==> src/rtl/e203_lsu_icb_router.sv <==
// LSU-side ICB router: decodes each command by address region onto N_TGT target ports and keeps responses in order.
// Optional exclusive (LR/SC) reservation monitor enabled by defining E203_LSU_EXCL_MON_EN.
module e203_lsu_icb_router #(
  parameter int N_TGT      = 3,
  parameter int AW         = 32,
  parameter int DW         = 32,
  parameter int OUTS_DEPTH = 4
) (
  input  logic                  clk,
  input  logic                  rst_n,
  input  logic                  commit_mret,
  input  logic                  commit_trap,
  input  logic                  excp_active,
  output logic                  lsu_active,
  input  logic                  i_icb_cmd_valid,
  output logic                  i_icb_cmd_ready,
  input  logic [AW-1:0]         i_icb_cmd_addr,
  input  logic                  i_icb_cmd_read,
  input  logic [DW-1:0]         i_icb_cmd_wdata,
  input  logic [DW/8-1:0]       i_icb_cmd_wmask,
  input  logic                  i_icb_cmd_lock,
  input  logic                  i_icb_cmd_excl,
  input  logic [1:0]            i_icb_cmd_size,
  output logic                  i_icb_rsp_valid,
  input  logic                  i_icb_rsp_ready,
  output logic                  i_icb_rsp_err,
  output logic                  i_icb_rsp_excl_ok,
  output logic [DW-1:0]         i_icb_rsp_rdata,
  input  logic [N_TGT*AW-1:0]   tgt_region_base,
  input  logic [N_TGT*AW-1:0]   tgt_region_mask,
  output logic [N_TGT-1:0]      o_icb_cmd_valid,
  input  logic [N_TGT-1:0]      o_icb_cmd_ready,
  output logic [N_TGT*AW-1:0]   o_icb_cmd_addr,
  output logic [N_TGT-1:0]      o_icb_cmd_read,
  output logic [N_TGT-1:0]      o_icb_cmd_lock,
  output logic [N_TGT-1:0]      o_icb_cmd_excl,
  output logic [N_TGT*DW-1:0]   o_icb_cmd_wdata,
  output logic [N_TGT*DW/8-1:0] o_icb_cmd_wmask,
  output logic [N_TGT*2-1:0]    o_icb_cmd_size,
  input  logic [N_TGT-1:0]      o_icb_rsp_valid,
  output logic [N_TGT-1:0]      o_icb_rsp_ready,
  input  logic [N_TGT-1:0]      o_icb_rsp_err,
  input  logic [N_TGT-1:0]      o_icb_rsp_excl_ok,
  input  logic [N_TGT*DW-1:0]   o_icb_rsp_rdata
);

  localparam int MW = DW / 8;
  localparam int TW = (N_TGT > 1) ? $clog2(N_TGT) : 1;
  localparam int PW = (OUTS_DEPTH > 1) ? $clog2(OUTS_DEPTH) : 1;
  localparam int CW = $clog2(OUTS_DEPTH + 1);

  logic [TW-1:0] sel_s;
  logic [TW-1:0] head_s;
  logic [TW-1:0] last_tgt_r;
  logic [PW-1:0] wptr_r;
  logic [PW-1:0] rptr_r;
  logic [CW-1:0] count_r;
  logic [TW-1:0] fifo_tgt_r [OUTS_DEPTH];
  logic          empty_s;
  logic          full_s;
  logic          block_s;
  logic          cmd_hsk_s;
  logic          rsp_hsk_s;
  logic [MW-1:0] wmask_s;

  function automatic logic [PW-1:0] ptr_inc(input logic [PW-1:0] p);
    return (p == PW'(OUTS_DEPTH - 1)) ? PW'(0) : (p + PW'(1));
  endfunction

  // Lowest-index hitting region wins; the last target is the fallback and its region is ignored.
  always_comb begin
    sel_s = TW'(N_TGT - 1);
    for (int k = N_TGT - 2; k >= 0; k--) begin
      sel_s = ((i_icb_cmd_addr & tgt_region_mask[k*AW +: AW]) ==
               (tgt_region_base[k*AW +: AW] & tgt_region_mask[k*AW +: AW])) ? TW'(k) : sel_s;
    end
  end

  assign empty_s   = (count_r == CW'(0));
  assign full_s    = (count_r == CW'(OUTS_DEPTH));
  // Outstanding entries always share one target, so responses can only come back in order.
  assign block_s   = full_s | (~empty_s & (sel_s != last_tgt_r));
  assign i_icb_cmd_ready = ~block_s & o_icb_cmd_ready[sel_s];
  assign cmd_hsk_s = i_icb_cmd_valid & i_icb_cmd_ready;

  assign o_icb_cmd_addr  = {N_TGT{i_icb_cmd_addr}};
  assign o_icb_cmd_read  = {N_TGT{i_icb_cmd_read}};
  assign o_icb_cmd_lock  = {N_TGT{i_icb_cmd_lock}};
  assign o_icb_cmd_excl  = {N_TGT{i_icb_cmd_excl}};
  assign o_icb_cmd_wdata = {N_TGT{i_icb_cmd_wdata}};
  assign o_icb_cmd_wmask = {N_TGT{wmask_s}};
  assign o_icb_cmd_size  = {N_TGT{i_icb_cmd_size}};

  // Only the selected target sees a valid command, and only when ordering allows it.
  always_comb begin
    o_icb_cmd_valid = {N_TGT{1'b0}};
    for (int k = 0; k < N_TGT; k++) begin
      o_icb_cmd_valid[k] = (sel_s == TW'(k)) & ~block_s & i_icb_cmd_valid;
    end
  end

  assign head_s = fifo_tgt_r[rptr_r];

  // Response mux steered by the head entry's target id.
  always_comb begin
    i_icb_rsp_rdata = {DW{1'b0}};
    o_icb_rsp_ready = {N_TGT{1'b0}};
    for (int k = 0; k < N_TGT; k++) begin
      i_icb_rsp_rdata    = (head_s == TW'(k)) ? o_icb_rsp_rdata[k*DW +: DW] : i_icb_rsp_rdata;
      o_icb_rsp_ready[k] = ~empty_s & (head_s == TW'(k)) & i_icb_rsp_ready;
    end
  end

  assign i_icb_rsp_valid = ~empty_s & o_icb_rsp_valid[head_s];
  assign i_icb_rsp_err   = o_icb_rsp_err[head_s];
  assign rsp_hsk_s       = i_icb_rsp_valid & i_icb_rsp_ready;
  assign lsu_active      = (count_r != CW'(0)) | i_icb_cmd_valid | excp_active;

  // Outstanding FIFO: target ids, pointers and occupancy.
  always_ff @(posedge clk or negedge rst_n) begin
    if (!rst_n) begin
      count_r    <= CW'(0);
      wptr_r     <= PW'(0);
      rptr_r     <= PW'(0);
      last_tgt_r <= TW'(0);
      for (int i = 0; i < OUTS_DEPTH; i++) begin
        fifo_tgt_r[i] <= TW'(0);
      end
    end else begin
      if (cmd_hsk_s) begin
        fifo_tgt_r[wptr_r] <= sel_s;
        wptr_r             <= ptr_inc(wptr_r);
        last_tgt_r         <= sel_s;
      end
      if (rsp_hsk_s) begin
        rptr_r <= ptr_inc(rptr_r);
      end
      case ({cmd_hsk_s, rsp_hsk_s})
        2'b10:   count_r <= count_r + CW'(1);
        2'b01:   count_r <= count_r - CW'(1);
        default: count_r <= count_r;
      endcase
    end
  end

`ifdef E203_LSU_EXCL_MON_EN
  logic          resv_valid_r;
  logic [AW-1:0] resv_addr_r;
  logic          excl_fail_r [OUTS_DEPTH];
  logic          excl_wr_s;
  logic          push_fail_s;
  logic          unused_s;

  assign excl_wr_s   = i_icb_cmd_excl & ~i_icb_cmd_read;
  assign push_fail_s = excl_wr_s & ~(resv_valid_r & (resv_addr_r == i_icb_cmd_addr));
  // A failing store-conditional still goes out, but with no byte lanes enabled.
  assign wmask_s     = push_fail_s ? {MW{1'b0}} : i_icb_cmd_wmask;
  assign i_icb_rsp_excl_ok = ~excl_fail_r[rptr_r] & o_icb_rsp_excl_ok[head_s];
  assign unused_s    = ^{tgt_region_base[N_TGT*AW-1 -: AW], tgt_region_mask[N_TGT*AW-1 -: AW]};

  // Reservation: LR sets it (winning over commit events), SC or commit clears it.
  always_ff @(posedge clk or negedge rst_n) begin
    if (!rst_n) begin
      resv_valid_r <= 1'b0;
      resv_addr_r  <= {AW{1'b0}};
    end else if (cmd_hsk_s & i_icb_cmd_excl & i_icb_cmd_read) begin
      resv_valid_r <= 1'b1;
      resv_addr_r  <= i_icb_cmd_addr;
    end else if ((cmd_hsk_s & excl_wr_s) | commit_mret | commit_trap) begin
      resv_valid_r <= 1'b0;
    end else begin
      resv_valid_r <= resv_valid_r;
    end
  end

  // Per-entry exclusive-fail flag, written alongside the target id.
  always_ff @(posedge clk or negedge rst_n) begin
    if (!rst_n) begin
      for (int i = 0; i < OUTS_DEPTH; i++) begin
        excl_fail_r[i] <= 1'b0;
      end
    end else if (cmd_hsk_s) begin
      excl_fail_r[wptr_r] <= push_fail_s;
    end else begin
      excl_fail_r[wptr_r] <= excl_fail_r[wptr_r];
    end
  end
`else
  logic unused_s;

  assign wmask_s           = i_icb_cmd_wmask;
  assign i_icb_rsp_excl_ok = o_icb_rsp_excl_ok[head_s];
  assign unused_s          = ^{commit_mret, commit_trap,
                               tgt_region_base[N_TGT*AW-1 -: AW], tgt_region_mask[N_TGT*AW-1 -: AW]};
`endif

endmodule

==> config.mk <==
export PLATFORM = sky130hd
export DESIGN_NAME = e203_lsu_icb_router
export DESIGN_NICKNAME = d
export VERILOG_FILES = /design/src/rtl/e203_lsu_icb_router.sv
export SDC_FILE = /design/constraint.sdc
export NUM_CORES = 1
export LEC_CHECK = 0
export CAP_MARGIN = 20
export CORE_AREA = 2 2 249 251
export CTS_CLUSTER_DIAMETER = 80
export CTS_CLUSTER_SIZE = 14
export DETAILED_ROUTE_END_ITERATION = 7
export DIE_AREA = 0 0 251 253
export GPL_TIMING_DRIVEN = 1
export SYNTH_ARGS = -nofsm -noshare
export SYNTH_HDL_FRONTEND = slang
export SYNTH_SLANG_ARGS = --single-unit
==> constraint.sdc <==
create_clock -name clk -period 5.7 [get_ports clk]
set_input_delay 1.14 -clock clk [delete_from_list [all_inputs] [get_ports clk]]
set_output_delay 1.14 -clock clk [all_outputs]
set_load 0.005 [all_outputs]
# ---- Word-level counts from Yosys, hierarchy flattened
# Index checks and enable logic that the tools add are counted.
dict set report totals {
  memories 0
  output_inout_bits 262
  in_bits 380
  latch_bits 0
  rom_bits 0
  ram_bits 0
  register_bits 17
}
dict set report classes {
  div_mod_pow 0
  shifts 0
  add_sub_neg 4
  bitwise_logic 28
  order_cmp 5
  eq_ne 12
  reduce_logical 6
  mul 0
  muxes 22
}
# operator n
set op_table {}
lappend op_table {{32-bit AND} 4}
lappend op_table {{32-bit 2-to-1 mux} 3}
lappend op_table {{32-bit equality test} 2}
lappend op_table {{1-bit AND} 17}
lappend op_table {{2-bit 2-to-1 mux} 7}
lappend op_table {{2-bit equality test (second input constant)} 5}
lappend op_table {{1-bit binary-select mux with 2-bit select} 4}
lappend op_table {{8-bit bitwise mux} 1}
lappend op_table {{2-bit by 1-bit equality test with 1-bit output (second input constant)} 3}
lappend op_table {{3-bit greater-or-equal comparator (second input constant)} 2}
lappend op_table {{2-bit by 3-bit less-than comparator with 1-bit output (second input constant)} 2}
lappend op_table {{2-bit inverter with 3-bit output} 2}
lappend op_table {{3-bit one-hot mux with 2 select lines} 1}
lappend op_table {{2-bit by 1-bit adder with 2-bit output (second input constant)} 2}
lappend op_table {{2-bit binary-select mux with 2-bit select} 1}
lappend op_table {{2-bit demux with 2-bit select} 1}
lappend op_table {{2-bit logical NOT} 2}
lappend op_table {{1-bit 2-to-1 mux} 4}
lappend op_table {{3-bit by 1-bit adder with 3-bit output (second input constant)} 1}
lappend op_table {{3-bit equality test (second input constant)} 1}
lappend op_table {{3-bit logical NOT} 1}
lappend op_table {{3-bit by 1-bit less-than comparator with 1-bit output (second input constant)} 1}
lappend op_table {{1-bit OR} 3}
lappend op_table {{3-bit nonzero test} 1}
lappend op_table {{5 further kinds} 6}

# ---- Logic depth before layout (Yosys ltp)
dict set report logic_depth {
  ltp_word 12
  ltp_mapped 14
  depth_no_buf 14
}

# ---- Worst setup path before layout
# OpenSTA, ideal clock, no wires.
dict set report synth_timing {
  kind {input-to-output}
  from {input port i_icb_cmd_addr[23]}
  to {output port o_icb_cmd_valid[2]}
  path_stages 7
  setup_slack_ns 1.884
  arrival_ns 2.676
  required_time_ns 4.560
  cell_sequence {xor2_1 > a22oi_1 > nand4_1 > nor4_4 > a41oi_1 > o21ai_4 > and2_1}
}
dict set report synth_via {
  elab_chain_cells 10
}
# element line_no
set synth_rtl {}
lappend synth_rtl {{start, declared} 17} ;# input logic [AW-1:0] i_icb_cmd_addr,
lappend synth_rtl {{32-bit AND} 74} ;# sel_s = ((i_icb_cmd_addr & tgt_region_mask[k*AW +: AW]) ==
lappend synth_rtl {{32-bit equality test} 74}
lappend synth_rtl {{2-bit 2-to-1 mux} 75} ;# (tgt_region_base[k*AW +: AW] & tgt_region_mask[k*AW +: AW])) ? TW'(k) : sel_s;
lappend synth_rtl {{2-bit 2-to-1 mux *} 75}
lappend synth_rtl {{2-bit != test} 82} ;# assign block_s = full_s | (~empty_s & (sel_s != last_tgt_r));
lappend synth_rtl {{1-bit AND} 82}
lappend synth_rtl {{1-bit OR} 82}
lappend synth_rtl {{1-bit inverter} 98} ;# o_icb_cmd_valid[k] = (sel_s == TW'(k)) & ~block_s & i_icb_cmd_valid;
lappend synth_rtl {{1-bit AND * (2 in a row)} 98}
lappend synth_rtl {{end, declared} 31} ;# output logic [N_TGT-1:0] o_icb_cmd_valid,
# Mark *: on every way between the ends. The rest lies on a longest branch, timed or not.

# ---- Worst setup path in the final report
dict set report layout_timing {
  from {input port i_icb_cmd_addr[26]}
  to {output port i_icb_cmd_ready}
}
dict set report layout_via {
  elab_chain_cells 9
}
# element line_no
set layout_rtl {}
lappend layout_rtl {{32-bit AND} 74}
lappend layout_rtl {{32-bit equality test} 74}
lappend layout_rtl {{2-bit 2-to-1 mux} 75}
lappend layout_rtl {{2-bit 2-to-1 mux *} 75}
lappend layout_rtl {{2-bit != test} 82}
lappend layout_rtl {{1-bit AND} 82}
lappend layout_rtl {{1-bit OR} 82}
lappend layout_rtl {{1-bit inverter} 83} ;# assign i_icb_cmd_ready = ~block_s & o_icb_cmd_ready[sel_s];
lappend layout_rtl {{1-bit AND *} 83}
lappend layout_rtl {{end, declared} 16} ;# output logic i_icb_cmd_ready,
# Mark *: on every way between the ends. The rest lies on a longest branch, timed or not. The select of a mux whose other input is x is not followed.

==> results.cfg <==
[status]
status = finished, final reports clean

[grt]
busiest_layer = met2
first_global_vias = 4445
antenna_found_initial = 8
grt_overflow = 0
grt_start_max_net_pins = 39
grt_usage = 0.07217
grt.met1_usage = 0.09452
grt_pass1_wl_mm = 32.91
gr-usage-met3 = 0.02395
met2_usage = 0.1099

[cts]
cts_buffers = 3
ctsResizeCount = 0
cts_tree = done
clk_latency_ps = 240
clkTransAtPathRegs_ps = 50
post_cts_buffers = 0
cts.sinks = 17
clk_path_buf_depth = 2
h-tree-depth = 1
hold_buffers = 0
root_buffer = clkbuf_16

[power_and_ir_drop]
p_total_mw = 1.574
pwr-share-clk = 0.087
p_comb_frac = 0.787
internal_power_mw = 0.9392
p_sw_mw = 0.6351
swShare = 0.4034
p_leak_nw = 2.792
p_seq_frac = 0.126
power_density_mw_per_mm2 = 199.7
vdd_drop_max_mv = 0.1348

[critical_path]
start_kind = input port
arrival_ps = 4200
reg2reg_slack_ps = 1900
crit_path_max_fanout = 8
criticalPathCategory = in -> out
required_ps = 4560
worst_setup_path_end_kind = output port

[logic_synthesis]
syn_inst = 536
synthTopCellsByArea = buf_4 (38%), xor2_1 (13%), dfrtp_1 (9.9%)
synth_common_cells = buf_4 (219), xor2_1 (66), nand2_1 (42)
synth_area_leader_cell = buf_4
synth-edff-count = 0
yosysWarnings = 0
synth-seq-cells = 17
ys_types = 36
ys_seq_area_frac = 0.09930
synth_area_sq_mm = 0.004284
syn_area_per_cell_sq_um = 7.993
synth_nets = 923
synth_top_area_share = 0.3838
yosysMostFrequentCell = buf_4
async_flop_share = 1.000
synth_ff_type = dfrtp_1

[timing]
rsz0062_at_grt = false
worst_slack_ps = 364.1
slew_violations = 0
fin_hold_ws_ps = 497.4
finalHoldViolations = 0
setup_viol = 0
slew_headroom = 0.4892
fin_worst_skew_ps = 2.496
tns_ps = 0
fin_crit_ps = 5336
finalCritPeriodShare = 0.9361
worst_slew_pin_slew_ps = 763.8
max_freq_mhz = 187.4

[cells_and_area]
layout.nets = 1121
final_core_util = 0.1292
area_growth_syn_to_layout_pct = 84.02
drive_gt1_frac = 0.04093

[floorplan]
dieWidth_microns = 251
coreArea_sq_mm = 0.06103
dieArea_sq_mm = 0.06350
die_h_microns = 253
initial_utilization = 0.07020
io_pins = 642
rows = 91

[routing]
first_pass_iters = 4
routedWlPerCell_microns = 16.32
drt_iter0_drc = 213
drc_errors = 0
antenna_left = 0
vias_per_cell = 2.806
vias = 4279
totalWireLength_mm = 24.89

[placement]
io_buffers = 411
hpwl_mm = 22.59
pre_cts_slack_ps = 328.0
gp_congestion = 0.8245

[flow_run]
max_cap_viol_count = 0

[worst_hold_path]
hold_class = reg -> reg
cell families after synthesis:
| logic type | share of synthesized area |
|---|---|
| flops | 0.09930 |
| compound gates | 0.1127 |
| buf+inv | 0.4022 |
| mux | 0.1253 |
| xor+xnor | 0.1370 |
| simple gates | 0.1013 |
| fa+ha+maj | 0.02220 |
final cells by class:
cell class	count	area, sq um
Antenna cell	2	5.005
Clock buffer	3	75.07
Clock inverter	1	5.005
Fill cell	7007	53140
Inverter	8	30.03
Multi-Input combinational cell	280	2143
Sequential cell	17	425.4
Tap cell	790	988.4
Timing Repair Buffer	424	4212
worst max-delay path, cell delays in order:
cell,delay [ps]
clkdlybuf4s50_1,540
xor2_1,250
a22oi_1,210
nand4_1,120
buf_4,180
nor4_4,450
mux2i_1,160
o21ai_2,380
a21boi_0,220
clkdlybuf4s50_1,530
layer usage:
layer	vias up	share of wire
li1	1979	-
met5	-	0.0034
met2	214	0.44
met3	86	0.10
met1	1988	0.42
met4	12	0.034
sequential cells by signal, summed over array words and instances, names as in the netlist:
| signal | cells |
|---|---|
| fifo_tgt_r | 8 |
| count_r | 3 |
| last_tgt_r | 2 |
| rptr_r | 2 |
| wptr_r | 2 |
final timing paths:
check	cells after the start	end	from
hold reg to reg	1	fifo_tgt_r[0]	fifo_tgt_r[0]
setup / recovery	10	i_icb_cmd_ready	i_icb_cmd_addr[26]
setup reg to reg	13	count_r[2]	rptr_r[0]
max in group asynchronous	1	fifo_tgt_r[5]	rst_n
min in group asynchronous	1	count_r[2]	rst_n
hold / removal	1	fifo_tgt_r[0]	fifo_tgt_r[0]
through the flow:
step	instances	area, sq um
floorplan	536	4284
global placement	1519	7799
detailed placement	1519	7799
CTS	1523	7879
global route	1523	7879
finish	1525	7884
power groups by stage:
stage | combinational [mW] | clock, mW | sequential (mW)
global route | 1.36 | 0.150 | 0.205
global placement | 1.24 | 0 | 0.197
CTS | 1.27 | 0.141 | 0.199
detailed placement | 1.26 | 0 | 0.201
finish | 1.24 | 0.137 | 0.199
floorplan | 0.569 | 0 | 0.191
cell usage in the layout (no fill, tap or decap), types with 2 or more instances in the layout:
master             n
a22oi_1           32
and2_1             3
buf_4             13
clkbuf_16          3
clkdlybuf4s50_1  411
dfrtp_1           17
diode_2            2
ha_1               6
inv_1              8
mux2_1             9
mux2i_1           39
mux4_2             2
nand2_1           42
nand3_1            3
nand3_2            4
nand4_1            8
nor2_1             5
nor2b_1            3
nor3_1             2
nor3b_1            2
nor4_4             2
o21ai_0           37
or3_1              2
xor2_1            66
Note: power is estimated with default switching activity, not from simulation.
